<file path="config.mk">
export PLATFORM = sky130hd
export DESIGN_NAME = screen_fader
export DESIGN_NICKNAME = d
export VERILOG_FILES = /design/src/rtl/gpu_pkg.sv /design/src/rtl/fade_step.sv /design/src/rtl/screen_fader.sv
export SDC_FILE = /design/constraint.sdc
export NUM_CORES = 1
export LEC_CHECK = 0
export BUFFER_PORTS_ARGS = -buffer_cell sky130_fd_sc_hd__buf_2
export CORE_MARGIN = 5
export CORE_UTILIZATION = 50
export CTS_CLUSTER_DIAMETER = 80
export CTS_CLUSTER_SIZE = 12
export DETAILED_ROUTE_END_ITERATION = 16
export GPL_TIMING_DRIVEN = 0
export PLACE_DENSITY = 0.69
export REMOVE_ABC_BUFFERS = 1
export SYNTH_ARGS = -nofsm -noshare
export SYNTH_HDL_FRONTEND = slang
export SYNTH_HIERARCHICAL = 1
export SYNTH_SLANG_ARGS = --single-unit
</file>
<file path="constraint.sdc">
create_clock -name clk -period 5.55 [get_ports clk]
set_input_delay 0.2775 -clock clk [delete_from_list [all_inputs] [get_ports clk]]
set_output_delay 0.2775 -clock clk [all_outputs]
set_load 0.01 [all_outputs]
</file>
<file path="src/rtl/gpu_pkg.sv">
// Shared gpu definitions: fader register indices and fader FSM state encoding.
package gpu_pkg;

    localparam logic [1:0] FADE_TARGET = 2'd0;
    localparam logic [1:0] FADE_CONFIG = 2'd1;
    localparam logic [1:0] FADE_STATUS = 2'd2;
    localparam logic [1:0] FADE_BRIGHT = 2'd3;

    typedef enum logic [0:0] {
        IDLE   = 1'b0,
        FADING = 1'b1
    } fade_state_e;

endpackage

</file>
<file path="src/rtl/fade_step.sv">
// One saturating brightness step toward the target; never overshoots and never wraps.
module fade_step (
    input  logic [7:0] cur,
    input  logic [7:0] tgt,
    input  logic [7:0] step,
    output logic [7:0] nxt
);

    logic [8:0] s9;
    logic [8:0] sum;
    logic [8:0] diff;

    always_comb begin
        s9   = (step == 8'd0) ? 9'd1 : {1'b0, step};
        sum  = {1'b0, cur} + s9;
        diff = {1'b0, cur} - s9;
        nxt  = tgt;
        if (cur < tgt) begin
            if (sum < {1'b0, tgt}) nxt = sum[7:0];
        end else begin
            // diff[8] set means the subtraction went below zero
            if (!diff[8] && (diff > {1'b0, tgt})) nxt = diff[7:0];
        end
    end

endmodule

</file>
<file path="src/rtl/screen_fader.sv">
// Frame-synchronous brightness fader for the palette stage, memory-mapped on the system bus.
module screen_fader
    import gpu_pkg::*;
#(
    parameter int RATE_W  = 8,
    parameter int RST_BRT = 255
) (
    input  logic        clk,
    input  logic        reset_n,
    input  logic        frame_start,
    input  logic        memenable,
    input  logic [1:0]  memaddr,
    input  logic        memwrite,
    input  logic [15:0] writedata,
    output logic [15:0] memdata,
    output logic [7:0]  brightness,
    output logic        fading,
    output logic        done_irq
);

    fade_state_e       state_q, state_d;
    logic [7:0]        brightness_q, brightness_d;
    logic [7:0]        target_q, target_d;
    logic [7:0]        step_q, step_d;
    logic [RATE_W-1:0] rate_q, rate_d;
    logic [RATE_W-1:0] cnt_q, cnt_d;
    logic              done_q, done_d;
    logic              irq_q, irq_d;
    logic [15:0]       memdata_q, memdata_d;

    logic              wr;
    logic              rd;
    logic [RATE_W:0]   cnt_inc;
    logic [RATE_W:0]   rate_eff;
    logic [7:0]        step_next;

    assign wr       = memenable & memwrite;
    assign rd       = memenable & ~memwrite;
    assign cnt_inc  = {1'b0, cnt_q} + (RATE_W+1)'(1);
    assign rate_eff = (rate_q == '0) ? (RATE_W+1)'(1) : {1'b0, rate_q};

    fade_step u_fade_step (
        .cur  (brightness_q),
        .tgt  (target_q),
        .step (step_q),
        .nxt  (step_next)
    );

    always_comb begin
        state_d      = state_q;
        brightness_d = brightness_q;
        target_d     = target_q;
        step_d       = step_q;
        rate_d       = rate_q;
        cnt_d        = cnt_q;
        done_d       = done_q;
        irq_d        = 1'b0;
        memdata_d    = memdata_q;

        // A bus write owns the cycle; a coincident frame_start is dropped.
        if (wr) begin
            case (memaddr)
                FADE_TARGET: begin
                    target_d = writedata[7:0];
                    cnt_d    = '0;
                    state_d  = FADING;
                end
                FADE_CONFIG: begin
                    step_d = writedata[15:8];
                    rate_d = writedata[RATE_W-1:0];
                end
                FADE_STATUS: begin
                    if (writedata[9]) done_d = 1'b0;
                end
                FADE_BRIGHT: begin
                    brightness_d = writedata[7:0];
                    cnt_d        = '0;
                    state_d      = IDLE;
                end
            endcase
        end else if (state_q == FADING) begin
            if (brightness_q == target_q) begin
                state_d = IDLE;
                done_d  = 1'b1;
                irq_d   = 1'b1;
            end else if (frame_start) begin
                if (cnt_inc >= rate_eff) begin
                    cnt_d        = '0;
                    brightness_d = step_next;
                    if (step_next == target_q) begin
                        state_d = IDLE;
                        done_d  = 1'b1;
                        irq_d   = 1'b1;
                    end
                end else begin
                    cnt_d = cnt_inc[RATE_W-1:0];
                end
            end
        end

        if (rd) begin
            case (memaddr)
                FADE_TARGET: memdata_d = {8'h00, target_q};
                FADE_CONFIG: memdata_d = {step_q, 8'(rate_q)};
                FADE_STATUS: memdata_d = {6'b0, done_q, (state_q == FADING), brightness_q};
                FADE_BRIGHT: memdata_d = {8'h00, brightness_q};
            endcase
        end
    end

    always_ff @(posedge clk or negedge reset_n) begin
        if (!reset_n) begin
            state_q      <= IDLE;
            brightness_q <= 8'(RST_BRT);
            target_q     <= 8'(RST_BRT);
            step_q       <= 8'd8;
            rate_q       <= RATE_W'(1);
            cnt_q        <= '0;
            done_q       <= 1'b0;
            irq_q        <= 1'b0;
            memdata_q    <= 16'h0000;
        end else begin
            state_q      <= state_d;
            brightness_q <= brightness_d;
            target_q     <= target_d;
            step_q       <= step_d;
            rate_q       <= rate_d;
            cnt_q        <= cnt_d;
            done_q       <= done_d;
            irq_q        <= irq_d;
            memdata_q    <= memdata_d;
        end
    end

    assign memdata    = memdata_q;
    assign brightness = brightness_q;
    assign fading     = (state_q == FADING);
    assign done_irq   = irq_q;

endmodule

</file>
==> Flow_metrics.wiki <==
{| class="wikitable"
! Metric !! Value
|-
| IO Port Bufs || 48
|-
| Most used cell along the critical path || sky130_fd_sc_hd__nor2_1
|-
| # IOs || 49
|-
| Register bit total from synthesis || 59
|-
| Maximum vdd ir drop || 0.5506 mV
|-
| DRC || 0
|-
| Starting Density || 50.91%
|-
| Count of warnings emitted by yosys || 6
|-
| Worst min-delay path category || in2async
|-
| Maximum fanout count along the critical path || 6
|-
| Fraction of final layout cells with drive strength greater than 1 || 27.34%
|-
| Via count of the first global-routing pass || 3827
|-
| FILL cells || 833
|-
| Non-Filler Cell Area, Final || 5202 µm²
|-
| Clock-pin slew on the worst setup and hold paths || 0.07 ns
|-
| Failing checks || hold timing
|-
| Final weighted congestion in routability-driven placement || 0.9774
|-
| Final worst clock skew || 0.01023 ns
|-
| WL per Instance || 18.38 µm
|-
| Sort of element at the end of the critical path || flip-flop
|-
| Antenna viol nets, final || 0
|-
| Post-Synthesis Cell Area || 4682 µm²
|-
| Cells traversed along the worst timing path || nor4_1 -> a41o_1 -> ha_1 -> inv_1 -> fa_1 -> a211oi_1 -> nor2_1 -> o21a_1 -> nor2_1 -> xnor2_1 -> ha_1 -> a22oi_1 -> o211ai_1 -> a31oi_1 -> or3_1 -> nor2_1 -> o31ai_1 -> xnor2_1 -> nand4_1 -> nor4_1 -> o2111ai_1 -> a21o_1
|-
| Slowest cell on crit path || sky130_fd_sc_hd__dfrtp_1
|-
| Diodes inserted || 0
|-
| TritonCTS clock tree || done
|-
| Number of enable-type register cells in the synthesized netlist || 0
|-
| Layout overhead on the synthesized area || 11.12%
|-
| Total clock buffers created by CTS || 9
|-
| Cell row count || 35
|-
| Sequential share of the synthesized area || 32.01%
|-
| Avg Synthesized Cell Area || 9.594 µm²
|-
| Die Y-Extent || 106.8 µm
|-
| Drt initial violations || 303
|-
| Number of different library cells in the post-synthesis netlist || 64
|-
| First-pass GRT wire length || 19.59 mm
|-
| Placement-stage cell area || 4976 µm²
|-
| Most used flip-flop cell after synthesis || sky130_fd_sc_hd__dfrtp_1
|-
| Aggregate global-route resource usage || 21.74%
|-
| Pwr dens || 571.9 nW/µm²
|-
| Count of final setup violators || 0
|-
| Insertion delay to the later sink of the worst-skew pair || 0.34 ns
|-
| Cells after Synth || 488
|-
| Area enclosed by the die boundary || 11400 µm²
|-
| Leakage dissipation || 2.406 nW
|-
| Startpoint Class || flip-flop
|-
| Largest net degree at the start of global routing || 60
|-
| Number of pins exceeding their max-slew limit in the final report || 0
|-
| Status || finished with violations
|-
| Rel. slew slack || 28.79%
|-
| Stage delay of the slowest cell on the critical path || 0.44 ns
|-
| Share of flip-flops with an asynchronous set or reset after synthesis || 100.0%
|-
| Routed wire length || 11.86 mm
|-
| Tightest hold margin || -0.01670 ns
|-
| Initial antenna violation count || 0
|-
| Clock period minus worst slack || 5.259 ns
|-
| First drt pass iteration count || 5
|-
| Arrival time worst endpoint || 5.49 ns
|-
| Remaining Overflow, GRT || 0
|-
| Max Buffers Root-to-Sink || 2
|-
| Number of buffers inserted for hold repair after clock tree synthesis || 0
|-
| Total via count in the routed design || 3859
|-
| Worst-Margin Slew || 1.068 ns
|-
| Post-CTS repair timing setup buffer count || 0
|-
| Post-layout instance count excluding filler cells || 645
|-
| Sinks on the clock net || 59
|-
| Upper clock frequency limit || 0.1902 GHz
|-
| Cell total after placement || 629
|-
| Maximum Capacitance Violations || 0
|-
| Master cell of the clock root buffer || sky130_fd_sc_hd__clkbuf_8
|-
| Half-perimeter wire length of the detailed placement result || 9.301 mm
|-
| Core region area || 9196 µm²
|-
| Endpoints failing hold || 10
|-
| Die outline width || 106.8 µm
|-
| Utilization of the core after routing || 56.57%
|-
| Final-stage net count || 607
|-
| Worst Setup Path Type || reg2reg
|-
| CTS HTree Levels || 3
|-
| Final period util || 94.75%
|-
| Routed via count divided by cell count || 5.983
|-
| Required time worst endpoint || 5.78 ns
|}
registers in the layout, indices dropped and copies added (netlist names):
signal,cells
brightness,8
cnt_q,8
memdata,16
rate_q,8
step_q,8
done_q,1
done_irq,1
fading,1
target_q,8
repair_timing:
action / CTS / global route
gates resized for setup: 0 / 4
setup endpoints to repair: 0 / 3
hold endpoints to repair: 0 / 0
cells by family after synthesis:
| family | synth area share [%] |
|---|---|
| xor+xnor | 5.986 |
| flops | 32.01 |
| mux | 9.834 |
| fa+ha+maj | 15.02 |
| simple gates | 13.84 |
| buf+inv | 4.703 |
| compound gates | 18.60 |
worst paths after layout:
path,cells past startpoint,slack [ns],from,to
worst max-delay path,22,0.29,step_q[4],fading
worst min-delay path,1,-0.02,reset_n,cnt_q[6]
worst max register to register,22,0.29,step_q[4],fading
worst min register to register,2,0.47,memdata[9],memdata[9]
max in group asynchronous,1,5.06,reset_n,memdata[15]
min in group clk,2,0.17,writedata[8],step_q[0]
per-layer routing:
metal	wire, µm	GRT usage [%]
met1	5416	29.66
met2	5602	35.16
met3	603	3.793
met4	235	6.849
met5	0	0
metrics by stage:
step / setup WS [ns] / TNS (ns) / total power (W)
floorplan: 1.114 / 0 / 0.002032
global placement: 0.3184 / 0 / 0.002479
detailed placement: 0.2282 / 0 / 0.002520
CTS: 0.1611 / 0 / 0.002934
global route: -0.01667 / -0.01667 / 0.003227
finish: 0.2915 / 0 / 0.002975
cell usage in the layout, fill, tap and decap left out, types with 4 or more instances in the layout:
master / count
sky130_fd_sc_hd__a211oi_1: 5
sky130_fd_sc_hd__o21a_1: 4
sky130_fd_sc_hd__o21ai_0: 25
sky130_fd_sc_hd__xnor2_1: 15
sky130_fd_sc_hd__nand2b_1: 6
sky130_fd_sc_hd__a21o_1: 4
sky130_fd_sc_hd__clkbuf_8: 11
sky130_fd_sc_hd__nand2_1: 41
sky130_fd_sc_hd__dfrtp_1: 41
sky130_fd_sc_hd__buf_2: 47
sky130_fd_sc_hd__and3_1: 5
sky130_fd_sc_hd__a21oi_1: 27
sky130_fd_sc_hd__mux2_2: 40
sky130_fd_sc_hd__dfstp_2: 18
sky130_fd_sc_hd__xor2_1: 17
sky130_fd_sc_hd__a22o_1: 4
sky130_fd_sc_hd__nor2_1: 27
sky130_fd_sc_hd__nor3_1: 8
sky130_fd_sc_hd__inv_1: 36
sky130_fd_sc_hd__ha_1: 53
sky130_fd_sc_hd__nand4_1: 6
sky130_fd_sc_hd__nand3_1: 12
sky130_fd_sc_hd__a22oi_1: 12
sky130_fd_sc_hd__nor4_1: 4
cell usage after synthesis, types with 3 or more instances:
| cell type | instances | share of area [%] |
|---|---|---|
| sky130_fd_sc_hd__dfrtp_1 | 41 | 22 |
| sky130_fd_sc_hd__inv_1 | 36 | 2.9 |
| sky130_fd_sc_hd__buf_2 | 5 | 0.53 |
| sky130_fd_sc_hd__o21ai_0 | 25 | 2.7 |
| sky130_fd_sc_hd__a22o_1 | 4 | 0.75 |
| sky130_fd_sc_hd__nor2b_1 | 3 | 0.40 |
| sky130_fd_sc_hd__xnor2_1 | 15 | 2.8 |
| sky130_fd_sc_hd__nor4_1 | 5 | 0.67 |
| sky130_fd_sc_hd__nor2_1 | 27 | 2.2 |
| sky130_fd_sc_hd__nor3_2 | 3 | 0.64 |
| sky130_fd_sc_hd__o31ai_1 | 4 | 0.64 |
| sky130_fd_sc_hd__a211oi_1 | 5 | 0.80 |
| sky130_fd_sc_hd__a22oi_1 | 12 | 1.9 |
| sky130_fd_sc_hd__nor3_1 | 8 | 0.86 |
| sky130_fd_sc_hd__dfstp_2 | 18 | 10 |
| sky130_fd_sc_hd__o211ai_1 | 3 | 0.48 |
| sky130_fd_sc_hd__nand3_1 | 12 | 1.3 |
| sky130_fd_sc_hd__ha_1 | 53 | 14 |
| sky130_fd_sc_hd__a21oi_1 | 27 | 2.9 |
| sky130_fd_sc_hd__o21a_1 | 4 | 0.64 |
| sky130_fd_sc_hd__nand2_1 | 41 | 3.3 |
| sky130_fd_sc_hd__mux2_2 | 40 | 9.6 |
| sky130_fd_sc_hd__nand2b_1 | 6 | 0.80 |
| sky130_fd_sc_hd__xor2_1 | 17 | 3.2 |
| sky130_fd_sc_hd__nand4_1 | 6 | 0.80 |
| sky130_fd_sc_hd__a21o_1 | 4 | 0.64 |
| sky130_fd_sc_hd__and3_1 | 5 | 0.67 |
| sky130_fd_sc_hd__a32oi_1 | 3 | 0.56 |
| sky130_fd_sc_hd__clkbuf_1 | 11 | 0.88 |
where the power goes:
part           internal (W)  switching [W]
combinational      0.000778        0.00107
clock              0.000231       0.000171
sequential         0.000556       0.000173
total               0.00157        0.00141
layout make-up:
| type | instances | area, µm² | share of cell area, % |
|---|---|---|---|
| sequential | 59 | 1499 | 28.81 |
| inverter | 36 | 135.1 | 2.597 |
| tap | 111 | 138.9 | 2.670 |
| clock buffer | 12 | 155.1 | 2.982 |
| timing repair buffer | 48 | 242.7 | 4.666 |
| multi-input combinational | 375 | 2982 | 57.31 |
| clock inverter | 4 | 50.05 | 0.9620 |
worst max-delay path, delay by kind of cell (launching register included):
family / cells / cell delay, ns
compound gates: 9 / 2.03
simple gates: 7 / 1.36
fa+ha+maj: 3 / 0.89
flops: 1 / 0.44
xor+xnor: 2 / 0.35
buf+inv: 1 / 0.07
Note: power is estimated with default switching activity, not from simulation.
